==> src/rtl/mac_lookup_arbiter_pkg.sv <==
// Shared definitions for the MAC table read-side (DA lookup) arbiter:
// default sizing, FSM state encoding and modulo helper for round-robin search.
package mac_lookup_arbiter_pkg;

    localparam int PORT_NUM_DEF = 4;
    localparam int MAC_W_DEF    = 48;
    localparam int TIMEOUT_DEF  = 15;

    typedef enum logic [1:0] {
        ST_IDLE  = 2'd0,
        ST_ISSUE = 2'd1,
        ST_WAIT  = 2'd2,
        ST_RESP  = 2'd3
    } state_e;

    // (a + b) mod n for 0 <= a,b < n; avoids relying on power-of-two wrap.
    function automatic int wrap_add(input int a, input int b, input int n);
        int s;
        s = a + b;
        return (s >= n) ? (s - n) : s;
    endfunction

endpackage

==> src/rtl/mac_lookup_arbiter_rr_pick.sv <==
// MAC_rr_pick: combinational rotating-priority picker. The pointer names the
// highest-priority port; the search proceeds ptr, ptr+1, ... modulo pPORT_NUM,
// so it stays in range for non-power-of-two port counts.
module MAC_rr_pick
    import mac_lookup_arbiter_pkg::*;
#(
    parameter  int pPORT_NUM = PORT_NUM_DEF,
    localparam int IW        = $clog2(pPORT_NUM)
) (
    input  logic [pPORT_NUM-1:0] i_req,
    input  logic [IW-1:0]        i_ptr,
    output logic                 o_any,
    output logic [IW-1:0]        o_win
);

    logic [IW-1:0] cand;

    // Scan from lowest to highest priority so the last hit is the winner.
    always_comb begin
        o_any = 1'b0;
        o_win = '0;
        cand  = '0;
        for (int i = pPORT_NUM - 1; i >= 0; i--) begin
            cand = IW'(wrap_add(int'(i_ptr), i, pPORT_NUM));
            if (i_req[cand]) begin
                o_any = 1'b1;
                o_win = cand;
            end
        end
    end

endmodule

==> src/rtl/mac_lookup_arbiter.sv <==
// mac_lookup_arbiter: grants per-port DA lookup requests one at a time in
// round-robin order, issues a single MAC table read, waits for the answer or a
// timeout and returns hit/egress port to the requesting port only.
// Every output is a flop; next-state logic computes the output values for the
// state being entered.
module mac_lookup_arbiter
    import mac_lookup_arbiter_pkg::*;
#(
    parameter  int pPORT_NUM = PORT_NUM_DEF,
    parameter  int pMAC_W    = MAC_W_DEF,
    parameter  int pTIMEOUT  = TIMEOUT_DEF,
    localparam int IW        = $clog2(pPORT_NUM),
    localparam int CW        = $clog2(pTIMEOUT + 1)
) (
    input  logic                        iclk,
    input  logic                        irst,
    input  logic [pPORT_NUM-1:0]        i_lookup_req,
    input  logic [pPORT_NUM*pMAC_W-1:0] i_DA,
    output logic [pPORT_NUM-1:0]        o_lookup_ack,
    output logic                        o_rd_en,
    output logic [pMAC_W-1:0]           o_rd_DA,
    input  logic                        i_rd_valid,
    input  logic                        i_rd_hit,
    input  logic [IW-1:0]               i_rd_port,
    output logic [pPORT_NUM-1:0]        o_resp_valid,
    output logic                        o_resp_hit,
    output logic [IW-1:0]               o_resp_port,
    output logic                        o_timeout
);

    state_e                 state_q, state_d;
    logic [IW-1:0]          rr_ptr_q, rr_ptr_d;
    logic [IW-1:0]          win_q, win_d;
    logic [CW-1:0]          cnt_q, cnt_d;
    logic [pMAC_W-1:0]      rd_da_q, rd_da_d;
    logic [pPORT_NUM-1:0]   ack_q, ack_d;
    logic                   rd_en_q, rd_en_d;
    logic [pPORT_NUM-1:0]   resp_valid_q, resp_valid_d;
    logic                   resp_hit_q, resp_hit_d;
    logic [IW-1:0]          resp_port_q, resp_port_d;
    logic                   timeout_q, timeout_d;

    logic                   pick_any;
    logic [IW-1:0]          pick_win;

    MAC_rr_pick #(
        .pPORT_NUM (pPORT_NUM)
    ) u_rr_pick (
        .i_req (i_lookup_req),
        .i_ptr (rr_ptr_q),
        .o_any (pick_any),
        .o_win (pick_win)
    );

    // Next-state and registered-output values; pulses default low each cycle.
    always_comb begin
        state_d      = state_q;
        rr_ptr_d     = rr_ptr_q;
        win_d        = win_q;
        cnt_d        = cnt_q;
        rd_da_d      = rd_da_q;
        ack_d        = '0;
        rd_en_d      = 1'b0;
        resp_valid_d = '0;
        resp_hit_d   = 1'b0;
        resp_port_d  = '0;
        timeout_d    = 1'b0;

        case (state_q)
            ST_IDLE: begin
                if (pick_any) begin
                    win_d           = pick_win;
                    rd_da_d         = i_DA[int'(pick_win)*pMAC_W +: pMAC_W];
                    rr_ptr_d        = IW'(wrap_add(int'(pick_win), 1, pPORT_NUM));
                    ack_d[pick_win] = 1'b1;
                    rd_en_d         = 1'b1;
                    state_d         = ST_ISSUE;
                end
            end
            ST_ISSUE: begin
                cnt_d   = '0;
                state_d = ST_WAIT;
            end
            ST_WAIT: begin
                // A table answer in the expiry cycle takes precedence.
                if (i_rd_valid) begin
                    resp_valid_d[win_q] = 1'b1;
                    resp_hit_d          = i_rd_hit;
                    resp_port_d         = i_rd_hit ? i_rd_port : '0;
                    state_d             = ST_RESP;
                end else if (cnt_q == CW'(pTIMEOUT - 1)) begin
                    resp_valid_d[win_q] = 1'b1;
                    timeout_d           = 1'b1;
                    state_d             = ST_RESP;
                end else begin
                    cnt_d = cnt_q + 1'b1;
                end
            end
            ST_RESP: begin
                state_d = ST_IDLE;
            end
            default: begin
                state_d = ST_IDLE;
            end
        endcase
    end

    // State, capture and output registers with synchronous reset.
    always_ff @(posedge iclk) begin
        if (irst) begin
            state_q      <= ST_IDLE;
            rr_ptr_q     <= '0;
            win_q        <= '0;
            cnt_q        <= '0;
            rd_da_q      <= '0;
            ack_q        <= '0;
            rd_en_q      <= 1'b0;
            resp_valid_q <= '0;
            resp_hit_q   <= 1'b0;
            resp_port_q  <= '0;
            timeout_q    <= 1'b0;
        end else begin
            state_q      <= state_d;
            rr_ptr_q     <= rr_ptr_d;
            win_q        <= win_d;
            cnt_q        <= cnt_d;
            rd_da_q      <= rd_da_d;
            ack_q        <= ack_d;
            rd_en_q      <= rd_en_d;
            resp_valid_q <= resp_valid_d;
            resp_hit_q   <= resp_hit_d;
            resp_port_q  <= resp_port_d;
            timeout_q    <= timeout_d;
        end
    end

    assign o_lookup_ack = ack_q;
    assign o_rd_en      = rd_en_q;
    assign o_rd_DA      = rd_da_q;
    assign o_resp_valid = resp_valid_q;
    assign o_resp_hit   = resp_hit_q;
    assign o_resp_port  = resp_port_q;
    assign o_timeout    = timeout_q;

endmodule

==> config.mk <==
export PLATFORM = sky130hd
export DESIGN_NAME = mac_lookup_arbiter
export DESIGN_NICKNAME = d
export VERILOG_FILES = /design/src/rtl/mac_lookup_arbiter_pkg.sv /design/src/rtl/mac_lookup_arbiter_rr_pick.sv /design/src/rtl/mac_lookup_arbiter.sv
export SDC_FILE = /design/constraint.sdc
export NUM_CORES = 1
export LEC_CHECK = 0
export BUFFER_PORTS_ARGS = -buffer_cell sky130_fd_sc_hd__buf_2
export CORE_MARGIN = 5
export CORE_UTILIZATION = 41
export DETAILED_ROUTE_END_ITERATION = 16
export PLACE_DENSITY = 0.81
export SYNTH_ARGS = -nofsm -noshare
export SYNTH_HDL_FRONTEND = slang
export SYNTH_HIERARCHICAL = 1
export SYNTH_SLANG_ARGS = --single-unit
==> constraint.sdc <==
create_clock -name iclk -period 2.3 [get_ports iclk]
set_clock_uncertainty 0.05 [all_clocks]
set_input_delay 0 -clock iclk [delete_from_list [all_inputs] [get_ports iclk]]
set_output_delay 0 -clock iclk [all_outputs]
set_load 0.02 [all_outputs]
==> results.toml, run 1 <==
[critical_path]
cp_slowest_cell = "mux4_2"
crit_type = "reg -> reg"
critical_path_buf_inv_count = 1
path_cells = "nand2b_1, a21oi_1, a211oi_4, buf_12, mux4_2, a22o_1"
critPathTopFamily = "compound AO/OA/AOI/OAI gates"
setup_crit_start = "rr_ptr_q[1]$_SDFFE_PP0P_"
timing.rr.start = "rr_ptr_q[1]$_SDFFE_PP0P_"
startpoint_type = "flop"
worstSetupEndpointType = "flop"
crit_path_max_incr_delay_ns = 0.54
timing.critical_path.required_ns = 2.47
critical_path_peak_fanout = 34
timing.critical_path.arrival_ns = 2.34

[placement]
globalplace.congestion = 0.8519
buffer_ports.inserted = 262
dpl.hpwl_microns = 10090
placed_area_sq_mm = 0.005086

[final_layout]
finalInstanceArea_sq_mm = 0.005354
n_antenna_cell = 0
design.final.nets = 757
areaGrowthSynthToFinish_pct = 45.69
fill_cells = 710
post_route_cells_drive_above_1_share_pct = 61.38

[sta]
fmaxAchievable_mhz = 460.4
grt_setup_unrepaired = "false"
finalCritPeriodShare_pct = 94.44
fin_tns_setup_ns = 0
timing_worst_slew_pin_value_ns = 0.4391
total_count_of_max_transition_violations_in_the_final_report = 0
min_tclk_post_route_ns = 2.172
setup_viol = 0
timing.slew.headroom_pct = 70.55
final_hold_viol_count = 0

[detailed_routing]
via_count = 3619
postRouteWirelength_microns = 12670
post_drt_wl_per_cell_microns = 19.28
drc_errors = 0
drtIter0Drc = 106
final_antenna_net_count = 0
routed_via_density = 5.508
drtPass1Iterations = 4

[global_routing]
vias_in_the_first_global_route = 3921
antenna_found_initial = 2
grt_usage_pct = 22.14
globalRoute.totalOverflow = 0
maximum_number_of_pins_on_one_net_before_global_route_repair = 38
grt_pass1_wl_microns = 19790

[die]
fp.dieArea_sq_mm = 0.01096
num_rows = 34
ios = 263
initial_utilization_pct = 42.14
fp.coreArea_sq_mm = 0.008721
dieWidth_microns = 104.7
die_height_microns = 104.7

[synth]
flip_flop_and_latch_count_after_synthesis = 71
synthSimpleGateAreaFrac_pct = 6.844
synthesis.nets = 494
syn-instance-count = 281
portion_of_the_post_synthesis_area_used_by_sequential_elements_pct = 38.68
synthTopCellsByArea = "dfxtp_1 (39%), mux4_2 (29%), a22o_1 (11%)"
synthesis.area_sq_mm = 0.003675
synth_xor_xnor_area_share_pct = 0
synth_top_family_by_area = "multiplexers"
synth.area.mux_share_pct = 30.51
post_synth_fa_ha_maj_area_fraction_pct = 3.745
synth_compound_gate_area_share_pct = 15.05
ys.warnings.count = 6
synth_top_cell_area_share_pct = 38.68
post_synth_num_cell_types = 35
post-synth-top-area-cell = "dfxtp_1"
post_synth.cell_area_avg_sq_um = 13.08

[cts]
clock_insertion_delay_at_the_later_pin_of_the_skew_report_ns = 0.34
cts-resized-gates = 0
cts_setup_buffers = 0
root_buffer_master = "clkbuf_8"
cts_max_path_buffers = 2
htreeDepth = 3
cts.reportedPaths.clkPinSlew_ns = 0.08
cts_tree = "yes"
clock-sinks = 71
cts_made_buffers = 9

[power]
peakVddDrop_mv = 0.4509
p_per_area_mw_per_mm2 = 1087
static-leakage-power_nw = 2.579

[worst_hold_path]
timing.hold.worst.start = "i_DA[150]"
class_of_the_tightest_hold_or_removal_check = "in -> reg"

[run]
timing.max_cap.violations = 0

[outcome]
run_status = "finished clean"
==> path summary, 6_finish.rpt <==
check / to / slack [ns] / cells past startpoint
worst max-delay path: o_rd_DA[9]$_SDFFE_PP0P_ / 0.13 / 6
worst min-delay path: o_rd_DA[6]$_SDFFE_PP0P_ / 0.03 / 3
worst max register to register: o_rd_DA[9]$_SDFFE_PP0P_ / 0.13 / 6
worst min register to register: o_resp_valid[1]$_SDFF_PP0_ / 0.42 / 1
==> final cells by class <==
class                           instances  area (sq um)  area share, %
Multi-Input combinational cell        177          2095          39.12
Clock inverter                          7         73.82          1.379
Timing Repair Buffer                  276          1471          27.48
Sequential cell                        71          1421          26.55
Clock buffer                            9         123.9          2.314
Inverter                                9         33.78         0.6310
Tap cell                              108         135.1          2.524
==> synthesized netlist by cell type <==
| cell | n |
|---|---|
| nor2_1 | 7 |
| nand3b_1 | 1 |
| o2bb2ai_1 | 1 |
| o32ai_1 | 1 |
| a2bb2oi_1 | 1 |
| and2_1 | 4 |
| nand3_1 | 6 |
| clkbuf_1 | 8 |
| a211oi_1 | 2 |
| nand4b_1 | 1 |
| mux2i_1 | 4 |
| nor4_1 | 2 |
| o311ai_0 | 1 |
| buf_6 | 5 |
| or3_1 | 1 |
| mux4_2 | 48 |
| nand4_1 | 2 |
| a22o_1 | 48 |
| ha_1 | 11 |
| inv_1 | 9 |
| buf_2 | 10 |
| nor3_1 | 1 |
| o41ai_1 | 1 |
| dfxtp_1 | 71 |
| a21oi_1 | 8 |
| a211oi_2 | 1 |
| nor2b_1 | 3 |
| nor3b_1 | 1 |
| nand2b_1 | 2 |
| buf_12 | 1 |
| a31oi_1 | 1 |
| nand2_1 | 10 |
| o21ai_0 | 3 |
| nor2_2 | 1 |
| and4_1 | 4 |
==> worst register-to-register path, stage by stage (launching register included) <==
cell and delay (ns):
dfxtp_1 0.43, nand2b_1 0.14, a21oi_1 0.10, a211oi_4 0.28, buf_12 0.29, mux4_2 0.58
a22o_1 0.19
==> metal layers <==
metal	up-vias	share of wire (%)	wire (microns)	track usage (%)
li1	1660	-	-	-
met1	1764	38	4817	25.13
met2	169	53	6698	40.27
met3	22	7.7	978	6.720
met4	4	1.2	157	5.936
met5	-	0.15	19	0
==> cell families (layout without fill, tap and decap cells) <==
family          after synthesis  after routing
flops                        71             71
compound gates               68             68
mux                          52             52
simple gates                 46             46
buf+inv                      33            301
fa+ha+maj                    11             11
==> where the power goes <==
part / leakage [nW] / internal [W] / total [W] / switching (W)
clock: 0.0992 / 0.000503 / 0.000992 / 0.000489
sequential: 0.584 / 0.00164 / 0.00187 / 0.000228
combinational: 1.90 / 0.00138 / 0.00296 / 0.00158
==> flip-flops by register name (all words and copies together), names as in the netlist, 2 cells and up <==
signal	flops
state_q	2
win_q	2
o_resp_port	2
o_rd_DA	48
cnt_q	4
o_lookup_ack	4
rr_ptr_q	2
o_resp_valid	4
==> layout by cell type (no fill, tap or decap), types with 2 or more instances in the layout <==
cell,instances
buf_2,262
dfxtp_1,71
mux4_2,48
a22o_1,48
ha_1,11
nand2_1,10
inv_1,9
clkbuf_8,9
a21oi_1,7
dlygate4sd3_1,7
nor2_1,6
nand3_1,6
mux2i_1,4
and4_1,4
and2_1,4
buf_4,4
nor2b_1,3
o21ai_0,3
clkinv_4,3
buf_12,3
nor4_1,2
nand4_1,2
nor2_4,2
a211oi_1,2
clkinv_2,2
nand2b_1,2
==> through the flow <==
step	instances	util [%]	hold WS [ns]	total power [W]	setup slack, ns
after floorplan	281	-	0.02739	0.003953	0.3200
after global placement	634	58.32	0.2043	0.004768	0.2162
after detailed placement	634	58.32	0.2171	0.004871	0.1345
after CTS	657	61.39	0.01386	0.005885	0.1180
after global routing	657	61.39	0.02655	0.006190	0.002158
final	657	61.39	0.03305	0.005821	0.1278
==> repair_timing <==
| action | in CTS | in global routing |
|---|---|---|
| hold buffers | 7 | 0 |
| setup endpoints to repair | 0 | 0 |
| hold endpoints to repair | 10 | 0 |
(Power assumes the default switching activity.)
==> run 2, diff against run 1 <==
--- a/config.mk
+++ b/config.mk
@@ -6,10 +6,13 @@
 export NUM_CORES = 1
 export LEC_CHECK = 0
 export BUFFER_PORTS_ARGS = -buffer_cell sky130_fd_sc_hd__buf_2
+export CORE_ASPECT_RATIO = 0.8
 export CORE_MARGIN = 5
 export CORE_UTILIZATION = 41
 export DETAILED_ROUTE_END_ITERATION = 16
+export HOLD_SLACK_MARGIN = 0.15
 export PLACE_DENSITY = 0.81
+export SETUP_SLACK_MARGIN = 0.02
 export SYNTH_ARGS = -nofsm -noshare
 export SYNTH_HDL_FRONTEND = slang
 export SYNTH_HIERARCHICAL = 1
==> run 2 against run 1 <==
The flow now stops in clock tree synthesis. Synthesized area stayed put. Synthesized cell count did not move.
==> results.toml, run 2 <==
[outcome]
firstError = "[ERROR RSZ-0060] Max buffer count reached."
run_status = "aborted with a tool error"
terminating_stage_of_the_flow = "clock tree synthesis"

[synth]
most_used_dff_post_synth = "dfxtp_1"
postSynth.asyncResetShare_pct = 0
synthesis.nets = 494
ys.warnings.count = 6
yosysMostFrequentCell = "dfxtp_1"
synth_top_cell_area_share_pct = 38.68
syn-instance-count = 281
number_of_flops_mapped_to_enable_cells_by_yosys = 0
post_synth.cell_area_avg_sq_um = 13.08
synthesis.area_sq_mm = 0.003675
synthTopCellsByArea = "dfxtp_1 (39%), mux4_2 (29%), a22o_1 (11%)"
synth_top_cells_by_count = "dfxtp_1 (71), a22o_1 (48), mux4_2 (48), ha_1 (11)"
post_synth_num_cell_types = 35
portion_of_the_post_synthesis_area_used_by_sequential_elements_pct = 38.68
post-synth-top-area-cell = "dfxtp_1"
flip_flop_and_latch_count_after_synthesis = 71

[cts]
root_buffer_master = "clkbuf_8"
cts_made_buffers = 9
clock-sinks = 71
htreeDepth = 3
cts_setup_buffers = 0
cts.hold.buffers_added = 132
cts-resized-gates = 0
cts_max_path_buffers = 2

[die]
ios = 263
initial_utilization_pct = 42.75
num_rows = 30
die_height_microns = 94.68
dieWidth_microns = 115.8

[placement]
dpl.hpwl_microns = 9766
buffer_ports.inserted = 262
globalplace.congestion = 0.8365
## run 2: kinds of logic after synthesis
kind of cell	count (synthesis)	share of synthesized area [%]
mux	52	30.51
flops	71	38.68
buf+inv	33	5.175
simple gates	46	6.844
compound gates	68	15.05
fa+ha+maj	11	3.745
## run 2: through the flow
stage	utilization, %	std cells	setup slack [ns]	cell area [sq um]	hold WS (ns)
2_1_floorplan	-	281	0.3200	3675	0.02739
3_3_place_gp	59.37	638	0.1858	5104	0.2165
3_5_place_dp	59.37	638	0.1183	5104	0.2177
==> run 3, diff against run 2 <==
--- a/config.mk
+++ b/config.mk
@@ -6,13 +6,10 @@
 export NUM_CORES = 1
 export LEC_CHECK = 0
 export BUFFER_PORTS_ARGS = -buffer_cell sky130_fd_sc_hd__buf_2
-export CORE_ASPECT_RATIO = 0.8
 export CORE_MARGIN = 5
-export CORE_UTILIZATION = 41
+export CORE_UTILIZATION = 35
 export DETAILED_ROUTE_END_ITERATION = 16
-export HOLD_SLACK_MARGIN = 0.15
-export PLACE_DENSITY = 0.81
-export SETUP_SLACK_MARGIN = 0.02
+export PLACE_DENSITY_LB_ADDON = 0.15
 export SYNTH_ARGS = -nofsm -noshare
 export SYNTH_HDL_FRONTEND = slang
 export SYNTH_HIERARCHICAL = 1
==> run 3 against run 2 <==
The flow now finishes without violations.
==> results.toml, run 3 (same netlist as run 1, synthesis figures left out) <==
[outcome]
run_status = "finished clean"

[global_routing]
grt_usage_pct = 18.87
grt_busiest_layer = "met2"
globalRouteMet1Util_pct = 21.47
maximum_number_of_pins_on_one_net_before_global_route_repair = 50
grt_pass1_wl_microns = 19110
vias_in_the_first_global_route = 3758
grt.met2_usage_pct = 33.73
antenna_found_initial = 0
globalRoute.totalOverflow = 0
grtUsageMet3_pct = 6.846

[final_layout]
fill_cells = 956
finalInstanceArea_sq_mm = 0.005439
design.final.nets = 756
layout.cells.most_common = "buf_2"
post_route_cells_drive_above_1_share_pct = 61.24
areaGrowthSynthToFinish_pct = 48.01
n_antenna_cell = 0
final_cell_mix = "buf_2 (262), dfxtp_1 (71), mux4_2 (48), a22o_1 (48), clkbuf_8 (12)"
number_of_flip_flops_in_the_largest_register = 48

[placement]
buffer_ports.inserted = 262
globalplace.congestion = 0.8548
placed_area_sq_mm = 0.005139
dpl.hpwl_microns = 9758

[die]
fp.coreArea_sq_mm = 0.01028
die_height_microns = 112.5
fp.dieArea_sq_mm = 0.01265
dieWidth_microns = 112.5
num_rows = 37
initial_utilization_pct = 35.76
ios = 263

[worst_hold_path]
timing.hold.worst.start = "i_DA[182]"
worstHoldEndpoint = "o_rd_DA[38]$_SDFFE_PP0P_"
timing.hold.worst_path_depth = 3
class_of_the_tightest_hold_or_removal_check = "in -> reg"

[cts]
cts_max_path_buffers = 2
cts_setup_buffers = 0
cts_tree = "yes"
htreeDepth = 3
cts_made_buffers = 9
clock-sinks = 71
clock_insertion_delay_at_the_later_pin_of_the_skew_report_ns = 0.33
cts.reportedPaths.clkPinSlew_ns = 0.07
root_buffer_master = "clkbuf_8"

[sta]
setup_viol = 0
grt_setup_unrepaired = "false"
fmaxAchievable_mhz = 467.1
finalCritPeriodShare_pct = 93.08
total_count_of_max_transition_violations_in_the_final_report = 0
fin_tns_setup_ns = 0
min_tclk_post_route_ns = 2.141
final_hold_viol_count = 0
timing_worst_slew_pin_value_ns = 0.4021
timing.slew.headroom_pct = 73.13
finalHoldWorstSlack_ns = 0.03240

[critical_path]
startpoint_type = "flop"
reg2reg_slack_ns = 0.16
timing.rr.start = "rr_ptr_q[1]$_SDFFE_PP0P_"
reg2reg_to = "o_rd_DA[46]$_SDFFE_PP0P_"
r2r.worst_path.cells = 5
crit_type = "reg -> reg"
timing.critical_path.required_ns = 2.47
timing.critical_path.arrival_ns = 2.31
worstSetupEndpointType = "flop"
critical_path_peak_fanout = 30

[detailed_routing]
drtPass1Iterations = 4
routed_via_density = 5.117
drc_errors = 0
post_drt_wl_per_cell_microns = 17.96
final_antenna_net_count = 0
via_count = 3495
postRouteWirelength_microns = 12270
drtIter0Drc = 188

[power]
p_per_area_mw_per_mm2 = 1096
static-leakage-power_nw = 2.601
peakVddDrop_mv = 0.5666

[run]
timing.max_cap.violations = 0
-- run 3: how the worst max path moves through the flow --
stage | to | slack, ns | from | cells past startpoint
2_1_floorplan | o_rd_DA[46]$_SDFFE_PP0P_ | 0.32 | rr_ptr_q[1]$_SDFFE_PP0P_ | 7
3_3_place_gp | o_rd_DA[46]$_SDFFE_PP0P_ | 0.18 | rr_ptr_q[1]$_SDFFE_PP0P_ | 6
3_5_place_dp | o_rd_DA[46]$_SDFFE_PP0P_ | 0.15 | rr_ptr_q[1]$_SDFFE_PP0P_ | 5
4_1_cts | o_rd_DA[46]$_SDFFE_PP0P_ | 0.14 | rr_ptr_q[1]$_SDFFE_PP0P_ | 5
5_1_grt | o_rd_DA[46]$_SDFFE_PP0P_ | 0.01 | rr_ptr_q[1]$_SDFFE_PP0P_ | 5
6_report | o_rd_DA[46]$_SDFFE_PP0P_ | 0.16 | rr_ptr_q[1]$_SDFFE_PP0P_ | 5
-- run 3: repair_timing --
action	in CTS	in global routing
resized for setup	0	0
endpoints found under the hold margin	10	0
hold buffers	7	0
setup endpoints to repair	0	0
-- run 3: layout make-up --
cell class | count | area (sq um) | area share [%]
multi-input combinational | 177 | 2095 | 38.51
timing repair buffer | 275 | 1489 | 27.38
clock buffer | 12 | 165.2 | 3.037
inverter | 9 | 33.78 | 0.6211
tap | 136 | 170.2 | 3.129
clock inverter | 3 | 65.06 | 1.196
sequential | 71 | 1421 | 26.13
-- run 3: per-layer routing --
layer / wire (microns) / up-vias
met5: 0 / -
met4: 145 / 0
met3: 1042 / 10
met2: 6394 / 174
met1: 4685 / 1660
li1: - / 1651
-- run 3: through the flow --
stage	instances	utilization (%)	setup slack, ns	power (W)
2_1_floorplan	281	-	0.3200	0.003953
3_3_place_gp	661	50.00	0.1775	0.004830
3_5_place_dp	661	50.00	0.1478	0.004868
4_1_cts	683	52.92	0.1353	0.006046
5_1_grt	683	52.92	0.01458	0.006362
6_report	683	52.92	0.1592	0.005964
-- run 3: where the power goes --
group / leakage (nW) / internal, W / switching (W)
Combinational: 1.90 / 0.00140 / 0.00156
Sequential: 0.584 / 0.00164 / 0.000223
Clock: 0.118 / 0.000693 / 0.000451
Total: 2.60 / 0.00373 / 0.00223
-- run 3: worst max-delay path, stage by stage, from the launching register on --
cell and delay (ns):
dfxtp_1 0.42, mux2i_1 0.15, a211oi_4 0.36, buf_12 0.29, mux4_2 0.53, a22o_1 0.23
==> run 4, diff against run 3 <==
--- a/config.mk
+++ b/config.mk
@@ -5,10 +5,10 @@
 export SDC_FILE = /design/constraint.sdc
 export NUM_CORES = 1
 export LEC_CHECK = 0
-export BUFFER_PORTS_ARGS = -buffer_cell sky130_fd_sc_hd__buf_2
 export CORE_MARGIN = 5
 export CORE_UTILIZATION = 35
 export DETAILED_ROUTE_END_ITERATION = 16
+export DONT_BUFFER_PORTS = 1
 export PLACE_DENSITY_LB_ADDON = 0.15
 export SYNTH_ARGS = -nofsm -noshare
 export SYNTH_HDL_FRONTEND = slang
==> run 4 against run 3 <==
The run now fails in clock tree synthesis. Synthesized area is the same. Synthesized cell count is the same.
==> results.toml, run 4 <==
[outcome]
run_status = "aborted with a tool error"
terminating_stage_of_the_flow = "clock tree synthesis"
firstError = "[ERROR RSZ-0060] Max buffer count reached."

[synth]
post_synth.cell_area_avg_sq_um = 13.08
flip_flop_and_latch_count_after_synthesis = 71
synthesis.area_sq_mm = 0.003675
synth_top_cell_area_share_pct = 38.68
synthTopCellsByArea = "dfxtp_1 (39%), mux4_2 (29%), a22o_1 (11%)"
postSynth.asyncResetShare_pct = 0
post_synth_num_cell_types = 35
synth_top_cells_by_count = "dfxtp_1 (71), a22o_1 (48), mux4_2 (48), ha_1 (11)"
synthesis.nets = 494
post-synth-top-area-cell = "dfxtp_1"
most_used_dff_post_synth = "dfxtp_1"
portion_of_the_post_synthesis_area_used_by_sequential_elements_pct = 38.68
ys.warnings.count = 6
yosysMostFrequentCell = "dfxtp_1"
number_of_flops_mapped_to_enable_cells_by_yosys = 0
syn-instance-count = 281

[die]
die_height_microns = 112.5
dieWidth_microns = 112.5
num_rows = 37
initial_utilization_pct = 35.76
ios = 263

[placement]
globalplace.congestion = 0.7636
dpl.cell_count = 400
buffer_ports.inserted = 0
pre_cts_slack_ns = 0.1710
dpl.hpwl_microns = 8385

[cts]
htreeDepth = 3
cts_made_buffers = 9
cts-resized-gates = 0
cts.hold.buffers_added = 101
cts_setup_buffers = 0
root_buffer_master = "clkbuf_8"
clock-sinks = 71
cts_max_path_buffers = 2
[run 4: cell counts after synthesis]
No cell type changed its count.
[run 4: logic make-up after synthesis]
group,Yosys count,share of synthesized area [%]
DFF,71,38.68
adders and majority gates,11,3.745
and+or+nand+nor,46,6.844
buffers and inverters,33,5.175
muxes,52,30.51
AOI/OAI and AO/OA,68,15.05
[run 4: stage by stage]
| stage | instance area [sq um] | hold slack (ns) | util (%) |
|---|---|---|---|
| after detailed placement | 3810 | 0.02477 | 37.07 |
| after global placement | 3810 | 0.02317 | 37.07 |
| after floorplan | 3675 | 0.02739 | - |
